**src/rtl/prog_counter_ctrl_pkg.sv**
```systemverilog
// prog_counter_pkg: shared state encoding, command record and data width for the
// programmable-counter command sequencer.
package prog_counter_pkg;
    localparam int PCC_W = 8;

    typedef enum logic [1:0] {IDLE, LOAD, RUN, DONE} pcc_state_e;

    typedef struct packed {
        logic [PCC_W-1:0] value;
        logic [PCC_W-1:0] max;
        logic             up;
    } pcc_cmd_t;
endpackage

```
**src/rtl/prog_counter_ctrl_watchdog.sv**
```systemverilog
// pcc_watchdog: counts consecutive RUN cycles (pause included) and flags the
// TIMEOUT-th one; the count restarts whenever run drops.
module pcc_watchdog #(
    parameter int TIMEOUT = 1024
) (
    input  logic clk,
    input  logic rst_n,
    input  logic run,
    output logic expire
);
    localparam int CW = $clog2(TIMEOUT);

    logic [CW-1:0] cnt;

    assign expire = run && (cnt == CW'(TIMEOUT - 1));

    always_ff @(posedge clk) begin
        if (!rst_n || !run)
            cnt <= '0;
        else if (!expire)
            cnt <= cnt + 1'b1;
    end
endmodule

```
**src/rtl/prog_counter_ctrl.sv**
```systemverilog
// prog_counter_ctrl: accepts one count job per handshake, loads and enables the
// counter until its terminal flag, then pulses done. Optional watchdog: PCC_TIMEOUT_EN.
module prog_counter_ctrl
    import prog_counter_pkg::*;
#(
    parameter int W       = PCC_W,
    parameter int TIMEOUT = 1024
) (
    input  logic         clk,
    input  logic         rst_n,
    input  logic         cmd_valid,
    output logic         cmd_ready,
    input  logic [W-1:0] cmd_value,
    input  logic [W-1:0] cmd_max,
    input  logic         cmd_up,
    input  logic         pause,
    input  logic         abort,
    input  logic         cnt_tc,
    input  logic         cnt_zero,
`ifdef PCC_TIMEOUT_EN
    output logic         timeout_err,
`endif
    output logic         cnt_load,
    output logic         cnt_enable,
    output logic         cnt_up_down,
    output logic [W-1:0] cnt_load_val,
    output logic [W-1:0] cnt_max,
    output logic         busy,
    output logic         done,
    output logic         aborted
);
    if (W != PCC_W || TIMEOUT < 2) begin : g_bad_cfg
        $error("prog_counter_ctrl: W must equal PCC_W and TIMEOUT must be at least 2");
    end

    pcc_state_e state, state_n;
    pcc_cmd_t   cmd_q;
    logic       accept, term, kill, expire;

    assign accept       = cmd_valid && cmd_ready;
    assign term         = cmd_q.up ? cnt_tc : cnt_zero;
    assign kill         = abort || expire;
    assign cmd_ready    = rst_n && (state == IDLE);
    assign busy         = state != IDLE;
    assign done         = state == DONE;
    assign cnt_load_val = cmd_q.value;
    assign cnt_max      = cmd_q.max;
    assign cnt_up_down  = cmd_q.up;

    always_ff @(posedge clk) begin
        if (!rst_n) begin
            state   <= IDLE;
            cmd_q   <= '0;
            aborted <= 1'b0;
        end else begin
            state   <= state_n;
            aborted <= (state == LOAD || state == RUN) && kill;
            if (accept)
                cmd_q <= '{value: cmd_value, max: cmd_max, up: cmd_up};
        end
    end

    // Enable is combinational on the flags so the counter stops exactly on the terminal value.
    always_comb begin
        state_n    = state;
        cnt_load   = 1'b0;
        cnt_enable = 1'b0;
        case (state)
            IDLE: state_n = accept ? LOAD : IDLE;
            LOAD: begin
                state_n  = kill ? IDLE : RUN;
                cnt_load = !kill;
            end
            RUN: begin
                state_n    = kill ? IDLE : (term ? DONE : RUN);
                cnt_enable = !pause && !term && !kill;
            end
            default: state_n = IDLE;
        endcase
    end

`ifdef PCC_TIMEOUT_EN
    pcc_watchdog #(.TIMEOUT(TIMEOUT)) u_watchdog (
        .clk   (clk),
        .rst_n (rst_n),
        .run   (state == RUN),
        .expire(expire)
    );

    always_ff @(posedge clk) begin
        if (!rst_n || accept)
            timeout_err <= 1'b0;
        else if (state == RUN && expire)
            timeout_err <= 1'b1;
    end
`else
    assign expire = 1'b0;
`endif
endmodule

```
**config.mk**
```make
export PLATFORM = sky130hd
export DESIGN_NAME = prog_counter_ctrl
export DESIGN_NICKNAME = d
export VERILOG_FILES = /design/src/rtl/prog_counter_ctrl_pkg.sv /design/src/rtl/prog_counter_ctrl_watchdog.sv /design/src/rtl/prog_counter_ctrl.sv
export SDC_FILE = /design/constraint.sdc
export NUM_CORES = 1
export LEC_CHECK = 0
export CORE_MARGIN = 2
export CORE_UTILIZATION = 39
export DETAILED_ROUTE_END_ITERATION = 8
export GPL_ROUTABILITY_DRIVEN = 0
export PLACE_DENSITY_LB_ADDON = 0.1
export SLEW_MARGIN = 0
export SYNTH_ARGS = -nofsm -noshare
export SYNTH_HDL_FRONTEND = slang
export SYNTH_HIERARCHICAL = 1
export SYNTH_SLANG_ARGS = --single-unit
```
**constraint.sdc**
```tcl
create_clock -name clk -period 1.8 [get_ports clk]
set_clock_uncertainty 0.2 [all_clocks]
set_input_delay 0.18 -clock clk [delete_from_list [all_inputs] [get_ports clk]]
set_output_delay 0.18 -clock clk [all_outputs]
set_load 0.01 [all_outputs]
```
# ---- Word level (Yosys, flattened, before mapping)
# Cells that the tools add are included.
dict set report op_classes {
  n_mux 8
  n_reduce_logical 11
  eq_ne 3
}
# cell n
set op_table {}
lappend op_table {{case mux 2 bit (3 select lines)} 1}
lappend op_table {{logical AND 1 bit} 5}
lappend op_table {{two-way mux 1 bit} 5}
lappend op_table {{equality test 2 bit (second input constant)} 2}
lappend op_table {{two-way mux 2 bit} 2}
lappend op_table {{zero test 1 bit} 3}
lappend op_table {{equality test 2 x 1 -> 1 bit (second input constant)} 1}
lappend op_table {{zero test 2 bit} 1}
lappend op_table {{nonzero test 2 bit} 1}
lappend op_table {{logical OR 1 bit} 1}
dict set report word_totals {
  wordCells 27
  reg_bits 20
}

# ---- Logic depth before layout (Yosys ltp)
# Gate-level depths: netlist of run 1.
dict set report logic_depth {
  ltp_word 5
  depth_mapped 6
  ltp_nobuf 4
}

# ---- Worst setup path after synthesis of run 1
# No wires, ideal clock.
dict set report synth_timing {
  path_type {register -> output}
  from {register cmd_q (netlist bit cnt_up_down)}
  to {output port cnt_enable}
  setup_slack_ns 0.242
  arrival_ns 1.178
  path_buffers 0
  required_time_ns 1.420
  stages_incl_launch_ff 3
  cell_sequence {dfxtp_1 mux2_2 nor4b_1}
}
dict set report synth_via {
  elab_chain_cells 5
}
# element line_no
set synth_rtl {}
lappend synth_rtl {{start: declaration} prog_counter_ctrl.sv:37} ;# pcc_cmd_t cmd_q;
lappend synth_rtl {{start signal: assignment} prog_counter_ctrl.sv:59} ;# cmd_q <= '{value: cmd_value, max: cmd_max, up: cmd_up};
lappend synth_rtl {{two-way mux 1 bit} prog_counter_ctrl.sv:41} ;# assign term = cmd_q.up ? cnt_tc : cnt_zero;
lappend synth_rtl {{zero test 1 bit} prog_counter_ctrl.sv:76} ;# cnt_enable = !pause && !term && !kill;
lappend synth_rtl {{logical AND 1 bit (2 in a row)} prog_counter_ctrl.sv:76}
lappend synth_rtl {{two-way mux 1 bit} prog_counter_ctrl.sv:68} ;# case (state)
lappend synth_rtl {{end: declaration} prog_counter_ctrl.sv:24} ;# output logic cnt_enable,
# Every way passes these cells.

# ---- Worst setup path after layout of run 1
# Same ends and word-level chain as after synthesis.

==> results.txt, run 1 <==
Root Buffer: clkbuf_4
Syn_nets: 129
Final period utilization: 96.7%
Post-synth top area cell: dfxtp_1
Slew @ Worst Pin: 0.225 ns
CP required: 1.42 ns
Number of placement rows: 17
Crit path DAT: 1.36 ns
Multiplexer share of the synthesized area: 1.21%
Crit-path max cell delay: 0.35 ns
Drc violations: 0
Max_cap viols: 0
Routed WL per cell: 12.5 um
Iter 0 DRT Violations: 4
Critical Path Start Type: register
Final hold vios: 0
Post-Synth XOR/XNOR Area: 0%
Netlist cell types: 21
Post-CTS Setup Repair Bufs: 0
Async S/R FF share, synth: 0%
Fmax achieved: 574 MHz
Run status: completed
Post-synth EDFFs: 0
Count of input and output buffers: 46
First-pass GRT wire length: 3750 um
Reg2Reg Setup Slack: 0.11 ns
Gr usage total: 18.2%
Share of the synthesized area in the top cell type: 43.0%
Yosys synthesis warning count: 6
Largest net degree at the start of global routing: 21
Syn Inst Count: 100
Synthesized flop and latch total: 20
Simple-gate share of the synthesized area: 24.9%
VDD IR-drop max: 0.000542 V
Post-synth top cells: dfxtp_1 (20), nand2_1 (17), nand4_1 (17)
Clock Sinks: 20
Ys flop type: dfxtp_1
Die area: 2790 um2
Setup violators final: 0
Post-Synth Adder-Cell Area: 6.72%
Clock tree buffer depth: 2
RSZ-0062 raised after global routing: true
# diodes: 0
Rel. slew slack: 84.8%
Pleak: 0.590 nW
HP Class: in -> reg
Slowest stage cell, crit path: dfxtp_2
Clock transition at the registers of the reported paths: 0.11 ns
Final nets: 181
Num CTS Buffers: 3
Initial antenna violation count: 0
H-tree depth: 1
Number of global-route vias before repair: 880
DRT Wirelength: 2230 um
Synthesized area per cell: 9.31 um2
Area Overhead vs Synth: 59.0%
Global route total overflow: 0
Clk Latency, worst-skew pair: 0.30 ns
Kind of cell adding the most delay to the critical path: flip-flops
DIE HEIGHT: 52.9 um
Ratio of cells with drive above 1 in the final layout: 21.9%
ANT nets after route: 0
Area contributors post-synth: dfxtp_1 (43%), nand4_1 (11%), o21ai_2 (9.4%)
CTS tree: done
Mapped cell area: 931 um2
Synth Area in Compound Gates: 14.2%
Crit path cell chain: mux2_4 > nor4b_4 > buf_2
Drt first pass iters: 2
Utilization after layout: 66.3%
Die width: 52.9 um
Core ar.: 2230 um2
Initial Utilization: 41.7%
Buffers and inverters on the worst path: 1
Fin. max-slew vios: 0
Post-DP HPWL: 1700 um
Crit. End Element: primary output
CTS Hold Bufs: 0
Largest family of logic cells by synthesized area: simple AND/OR/NAND/NOR gates
Worst-path fanout max: 2
I/O Pins: 47
CP Class: reg -> out
Seq/Total Area, Yosys: 43.0%
Final min period: 1.74 ns
Via Count: 904
Post-route setup TNS: 0 ns
Vias/cell: 5.05
Most frequent cell after synthesis: dfxtp_1
PwrDens: 668 nW/um2
what timing repair did:
action / 4_1_cts / 5_1_grt
resized for setup: 11 / 8
endpoints found under the setup margin: 5 / 3
hold endpoints to repair: 0 / 0
pin swaps: 0 / 1
cells in the final DEF (no fill, tap or decap):
cell type	n
clkdlybuf4s50_1	41
nand2_1	17
nand4_1	17
dfxtp_1	17
buf_4	11
o21ai_2	10
o21ai_0	7
ha_1	5
inv_1	4
clkbuf_4	3
dfxtp_2	2
dlygate4sd2_1	2
nor2b_1	1
and2_1	1
mux2_4	1
nor4b_4	1
and3_4	1
and3_1	1
nor2_1	1
nor4b_1	1
nor4bb_1	1
a32o_1	1
clkbuf_8	1
clkbuf_2	1
buf_2	1
clkdlybuf4s15_1	1
dfxtp_4	1
layout make-up:
class | instances | area (um2)
fill | 196 | 753
timing repair buffer | 57 | 531
multi-input combinational | 66 | 457
sequential | 20 | 407
clock buffer | 4 | 36.3
tap | 28 | 35.0
inverter | 4 | 15.0
worst paths after layout:
check                    start               to  depth (start not counted)
setup reg to reg      state[1]       cnt_max[2]                          6
hold reg to reg     cnt_max[3]       cnt_max[3]                          2
setup / recovery   cnt_up_down       cnt_enable                          3
hold / removal    cmd_value[0]  cnt_load_val[0]                          3
power breakdown:
part	switching, W	total [W]	leakage, nW	internal (W)
clock	0.000133	0.000256	0.0210	0.000123
sequential	0.0000156	0.000489	0.166	0.000474
combinational	0.000101	0.000243	0.402	0.000142
worst reg2reg max path: cells and delay by family (launching register included):
| family | cells | cell delay [ns] |
|---|---|---|
| adders and majority gates | 1 | 0.20 |
| AOI/OAI and AO/OA | 1 | 0.07 |
| DFF | 1 | 0.37 |
| and+or+nand+nor | 1 | 0.32 |
| buffers and inverters | 3 | 0.44 |
per-stage QoR:
step	cells	hold WS (ns)	area (um2)	power [W]	worst slack, ns
floorplan	100	0.0593	931	0.000605	0.242
global placement	175	0.244	1430	0.000738	-0.239
detailed placement	175	0.250	1430	0.000744	-0.295
CTS	179	0.231	1470	0.000999	0.0229
global route	179	0.241	1480	0.00104	-0.0161
finish	179	0.240	1480	0.000989	0.0593
cell families (layout without fill, tap and decap cells):
family	count (synthesis)	after routing
AOI/OAI and AO/OA	18	18
adders and majority gates	5	5
buffers and inverters	14	65
DFF	20	20
muxes	1	1
and+or+nand+nor	42	42
state kept, by name, summed over array words and instances, names as in the netlist:
signal        cells
aborted           1
cnt_load_val      8
cnt_max           8
cnt_up_down       1
state             2
routing by layer:
metal	track usage (%)	share of wire (%)
met2	31.0	47
met3	3.11	6.8
met1	22.5	45
met4	7.69	1.4
met5	0	0
(Power assumes the default switching activity.)
==> inputs of run 2 (changes only) <==
--- a/config.mk
+++ b/config.mk
@@ -10,6 +10,7 @@
 export DETAILED_ROUTE_END_ITERATION = 8
 export GPL_ROUTABILITY_DRIVEN = 0
 export PLACE_DENSITY_LB_ADDON = 0.1
+export SETUP_SLACK_MARGIN = 0.2
 export SLEW_MARGIN = 0
 export SYNTH_ARGS = -nofsm -noshare
 export SYNTH_HDL_FRONTEND = slang
==> run 2 against run 1 <==
  * Power rose by 0.87%
  * Register-to-register slack improved by 0.20 ns
  * Critical path depth did not move
  * Global-route usage rose by 0.24 points
  * Critical endpoint unchanged
  * Largest power group unchanged
==> results.txt, run 2 (synthesis gave the netlist of run 1 again) <==
Reg2reg path depth: 6
Drt first pass iters: 4
Leading cell types in the layout, fill and taps excluded: clkdlybuf4s50_1 (30), nand2_1 (17), nand4_1 (17), dfxtp_1 (17), buf_4 (13)
Rel. slew slack: 84.8%
HP Class: in -> reg
Post-route design area: 1560 um2
Final period utilization: 96.3%
Setup violators final: 0
Clk Latency, worst-skew pair: 0.29 ns
PwrDens: 639 nW/um2
Pleak: 0.775 nW
Worst R2R End: cnt_max[5]
Core ar.: 2230 um2
I/O Pins: 47
CP Class: reg -> out
DRT Wirelength: 2400 um
Crit path DAT: 1.35 ns
CP required: 1.42 ns
Gr usage total: 18.5%
Internal power: 0.000745 W
Crit path cell chain: mux2_4 > nor4b_4 > buf_2
Seq pwr share: 49.1%
Slowest stage cell, crit path: dfxtp_2
# diodes: 0
Clock transition at the registers of the reported paths: 0.11 ns
Die width: 52.9 um
Ratio of cells with drive above 1 in the final layout: 28.8%
Drc violations: 0
Root Buffer: clkbuf_4
H-tree depth: 1
Global route total overflow: 0
Via Count: 939
RSZ-0062 raised after global routing: true
Routed WL per cell: 13.0 um
Number of placement rows: 17
Final min period: 1.73 ns
Sequential cell area: 404 um2
Area of the multi-input gates: 492 um2
Crit-path max cell delay: 0.35 ns
Vias/cell: 5.10
Crit. End Element: primary output
Filler cells: 190
Clock tree buffer depth: 2
Initial Utilization: 41.7%
Final hold vios: 0
Hold path depth: 3
Sw frac: 25.3%
Reg-to-Reg Start: state[0]
Critical Path Start Type: register
Slew @ Worst Pin: 0.225 ns
WHS Endpoint: cnt_load_val[0]
ANT nets after route: 0
Fin. max-slew vios: 0
HP Start: cmd_value[0]
Clock power frac: 25.4%
Fmax achieved: 577 MHz
Final nets: 186
Die area: 2790 um2
CTS tree: done
Clock Sinks: 20
Psw: 0.000252 W
Placed Area: 1430 um2
DIE HEIGHT: 52.9 um
Initial antenna violation count: 0
Overall power: 0.000997 W
Most common cell after layout, fill and taps aside: clkdlybuf4s50_1
Number of global-route vias before repair: 904
Worst-path fanout max: 2
Comb pwr share: 25.4%
Max_cap viols: 0
Largest net degree at the start of global routing: 21
Area Overhead vs Synth: 67.7%
Num CTS Buffers: 3
Post-DP HPWL: 1700 um
Iter 0 DRT Violations: 7
Run status: completed
Reg2Reg Setup Slack: 0.31 ns
First-pass GRT wire length: 3800 um
Count of input and output buffers: 46
VDD IR-drop max: 0.000531 V
[run 2: per-stage QoR]
stage / hold WS (ns) / setup slack [ns] / cells / utilization [%] / TNS (ns)
after CTS: 0.231 / 0.0483 / 183 / 67.1 / 0
after floorplan: 0.0593 / 0.242 / 100 / - / 0
final: 0.242 / 0.0657 / 184 / 69.9 / 0
after global placement: 0.244 / -0.239 / 175 / 64.1 / -0.239
after global routing: 0.241 / -0.0157 / 184 / 69.9 / -0.0157
after detailed placement: 0.250 / -0.295 / 175 / 64.1 / -0.298
[run 2: layer usage]
metal / part of all wire (%) / global-route usage [%] / routed length [um] / vias to the layer above
met2: 50 / 32.1 / 1210 / 28
li1: - / - / - / 474
met4: 0.58 / 7.69 / 14 / 0
met1: 42 / 22.3 / 998 / 435
met5: 0 / 0 / 0 / -
met3: 7.4 / 3.11 / 177 / 2
[run 2: cell type report]
class / instances / share of cell area (%)
clock buffer: 4 / 2.32
sequential: 20 / 25.9
multi-input combinational: 67 / 31.5
timing repair buffer: 61 / 37.1
inverter: 4 / 0.962
tap: 28 / 2.24
[run 2: critical path, delay by kind of cell (launching register included)]
| family | cells | cell delay (ns) |
|---|---|---|
| flops | 1 | 0.35 |
| mux | 1 | 0.32 |
| simple gates | 1 | 0.23 |
| buf+inv | 1 | 0.16 |
[run 2: worst max path at each step]
stage	start	slack, ns	to	cells past startpoint
2_1_floorplan	cnt_up_down	0.24	cnt_enable	2
3_3_place_gp	cnt_zero	-0.24	cnt_enable	4
3_5_place_dp	cnt_zero	-0.30	cnt_enable	4
4_1_cts	cnt_up_down	0.05	cnt_enable	3
5_1_grt	cnt_up_down	-0.02	cnt_enable	3
6_report	cnt_up_down	0.07	cnt_enable	3
[run 2: power groups by stage]
stage	sequential [W]	combinational, W	clock (W)
after global placement	0.000499	0.000239	0
after floorplan	0.000515	0.0000899	0
after CTS	0.000490	0.000249	0.000266
after detailed placement	0.000500	0.000243	0
final	0.000490	0.000254	0.000254
after global routing	0.000494	0.000276	0.000282
[run 2: repair_timing]
action,4_1_cts,5_1_grt
cloned,0,1
hold buffers,0,0
setup buffers,4,0
pin swaps,2,2
resized for setup,25,20
setup endpoints to repair,12,26
==> inputs of run 3 (changes only) <==
--- a/config.mk
+++ b/config.mk
@@ -9,7 +9,7 @@
 export CORE_UTILIZATION = 39
 export DETAILED_ROUTE_END_ITERATION = 8
 export GPL_ROUTABILITY_DRIVEN = 0
-export PLACE_DENSITY_LB_ADDON = 0.1
+export PLACE_DENSITY_LB_ADDON = 0.2
 export SETUP_SLACK_MARGIN = 0.2
 export SLEW_MARGIN = 0
 export SYNTH_ARGS = -nofsm -noshare
==> run 3 against run 2 <==
  * Setup slack better by 0.052 ns
  * Sequential power about the same
  * Wire length is 2.6% lower
  * Via count down 4.6%
  * Core utilization decreased by 2.1 points
  * Register-to-register slack worse by 0.03 ns
  * Power down 0.36%
  * First-iteration DRC count unchanged
  * Clock power grew 2%
  * Count of clock-buffer cells in the layout stayed put
  * Critical endpoint unchanged
  * Largest cell class unchanged
==> results.txt, run 3 (synthesis gave the netlist of run 1 again) <==
Slowest stage cell, crit path: dfxtp_2
VDD IR-drop max: 0.000441 V
Filler cells: 197
Metal2 WL: 1120 um
Die area: 2790 um2
Post-DP HPWL: 1610 um
Crit path DAT: 1.30 ns
HP Class: in -> reg
HP Start: cmd_max[5]
Final min period: 1.68 ns
Iter 0 DRT Violations: 7
Root Buffer: clkbuf_4
Place WS: -0.257 ns
Rel. slew slack: 77.8%
Global route total overflow: 0
Gr usage total: 17.4%
Utilization after layout: 67.8%
Leading cell types in the layout, fill and taps excluded: clkdlybuf4s50_1 (31), nand2_1 (17), nand4_1 (17), dfxtp_1 (17), o21ai_2 (10)
Worst R2R End: state[0]
Sequential cell area: 404 um2
Count of input and output buffers: 46
Crit path cell chain: mux2_4 > nor4b_2 > buf_2
H-tree depth: 1
Ratio of cells with drive above 1 in the final layout: 24.0%
Initial antenna violation count: 0
Reg2reg path depth: 5
CTS tree: done
Drc violations: 0
# diodes: 0
Routed WL per cell: 13.1 um
Hold path depth: 3
Fin. max-slew vios: 0
Number of placement rows: 17
Post-route worst setup slack: 0.117 ns
Reg-to-Reg Start: state[1]
Largest net degree at the start of global routing: 21
Crit. End Element: primary output
Fmax achieved: 594 MHz
Clock transition at the registers of the reported paths: 0.11 ns
Reg2Reg Setup Slack: 0.28 ns
Initial Utilization: 41.7%
Die width: 52.9 um
PwrDens: 656 nW/um2
Most common cell after layout, fill and taps aside: clkdlybuf4s50_1
Final nets: 180
Clock Sinks: 20
Area of the multi-input gates: 470 um2
Worst-path fanout max: 2
CP Class: reg -> out
Vias/cell: 5.03
CP required: 1.42 ns
RSZ-0062 raised after global routing: true
Final hold vios: 0
Slew @ Worst Pin: 0.329 ns
DRT Wirelength: 2340 um
Clk Latency, worst-skew pair: 0.29 ns
Clock tree buffer depth: 2
Number of global-route vias before repair: 817
Core ar.: 2230 um2
I/O Pins: 47
Setup violators final: 0
Num CTS Buffers: 3
Drt first pass iters: 3
Overall power: 0.000994 W
Critical Path Start Type: register
Final period utilization: 93.5%
Area Overhead vs Synth: 62.8%
ANT nets after route: 0
WHS Endpoint: cnt_max[5]
WL met3: 164 um
Max_cap viols: 0
Post-route setup TNS: 0 ns
Metal-1 WL: 1030 um
First-pass GRT wire length: 3570 um
DIE HEIGHT: 52.9 um
Run status: completed
Top Metal Used: met4
Crit-path max cell delay: 0.35 ns
Pleak: 0.730 nW
CTS Hold Bufs: 0
Via Count: 896
==> run 3: cell types whose count changed in the layout (fill, tap and decap cells not counted), sizes merged <==
cell / change
buf: -7
clkdlybuf4s15: +1
clkdlybuf4s50: +1
dlymetal6s2s: -1
==> run 3: metrics by stage <==
stage | cells | area (um2) | hold WS (ns)
after floorplan | 100 | 931 | 0.0593
after global placement | 172 | 1420 | 0.245
after detailed placement | 172 | 1420 | 0.250
after CTS | 177 | 1470 | 0.239
after global routing | 178 | 1520 | 0.243
final | 178 | 1520 | 0.244
==> run 3: timing repair <==
action / CTS / global route
pin swaps: 1 / 1
cloned: 0 / 1
buffers inserted: 1 / 0
gates resized for setup: 26 / 13
setup endpoints to repair: 17 / 24
==> run 3: routing by layer <==
metal | GRT usage, % | vias to the layer above
met5 | 0 | -
met4 | 7.26 | 0
met3 | 3.67 | 2
met2 | 30.6 | 24
met1 | 20.4 | 413
li1 | - | 457
==> run 3: area by class of cell <==
cell class,instances,area share (%)
tap,28,2.31
inverter,4,0.991
clock buffer,4,2.39
sequential,20,26.7
multi-input combinational,67,31.0
timing repair buffer,55,36.6
==> run 3: critical path, delay by kind of cell, from the launching register on <==
family	cells	cell delay, ns
mux	1	0.31
flops	1	0.35
buf+inv	1	0.16
simple gates	1	0.19
==> run 3: worst max path at each step <==
stage / startpoint / endpoint / slack, ns
floorplan: cnt_up_down / cnt_enable / 0.24
global placement: cnt_tc / cnt_enable / -0.24
detailed placement: cnt_tc / cnt_enable / -0.26
CTS: cnt_up_down / cnt_enable / 0.1
global route: cnt_up_down / cnt_enable / 0.06
finish: cnt_up_down / cnt_enable / 0.12
==> run 3: power by group <==
group          internal (W)  switching (W)  leakage, nW  total (W)
registers          0.000475      0.0000145        0.166   0.000490
logic              0.000143       0.000103        0.543   0.000246
clock network      0.000123       0.000135       0.0210   0.000258
total              0.000741       0.000253        0.730   0.000994
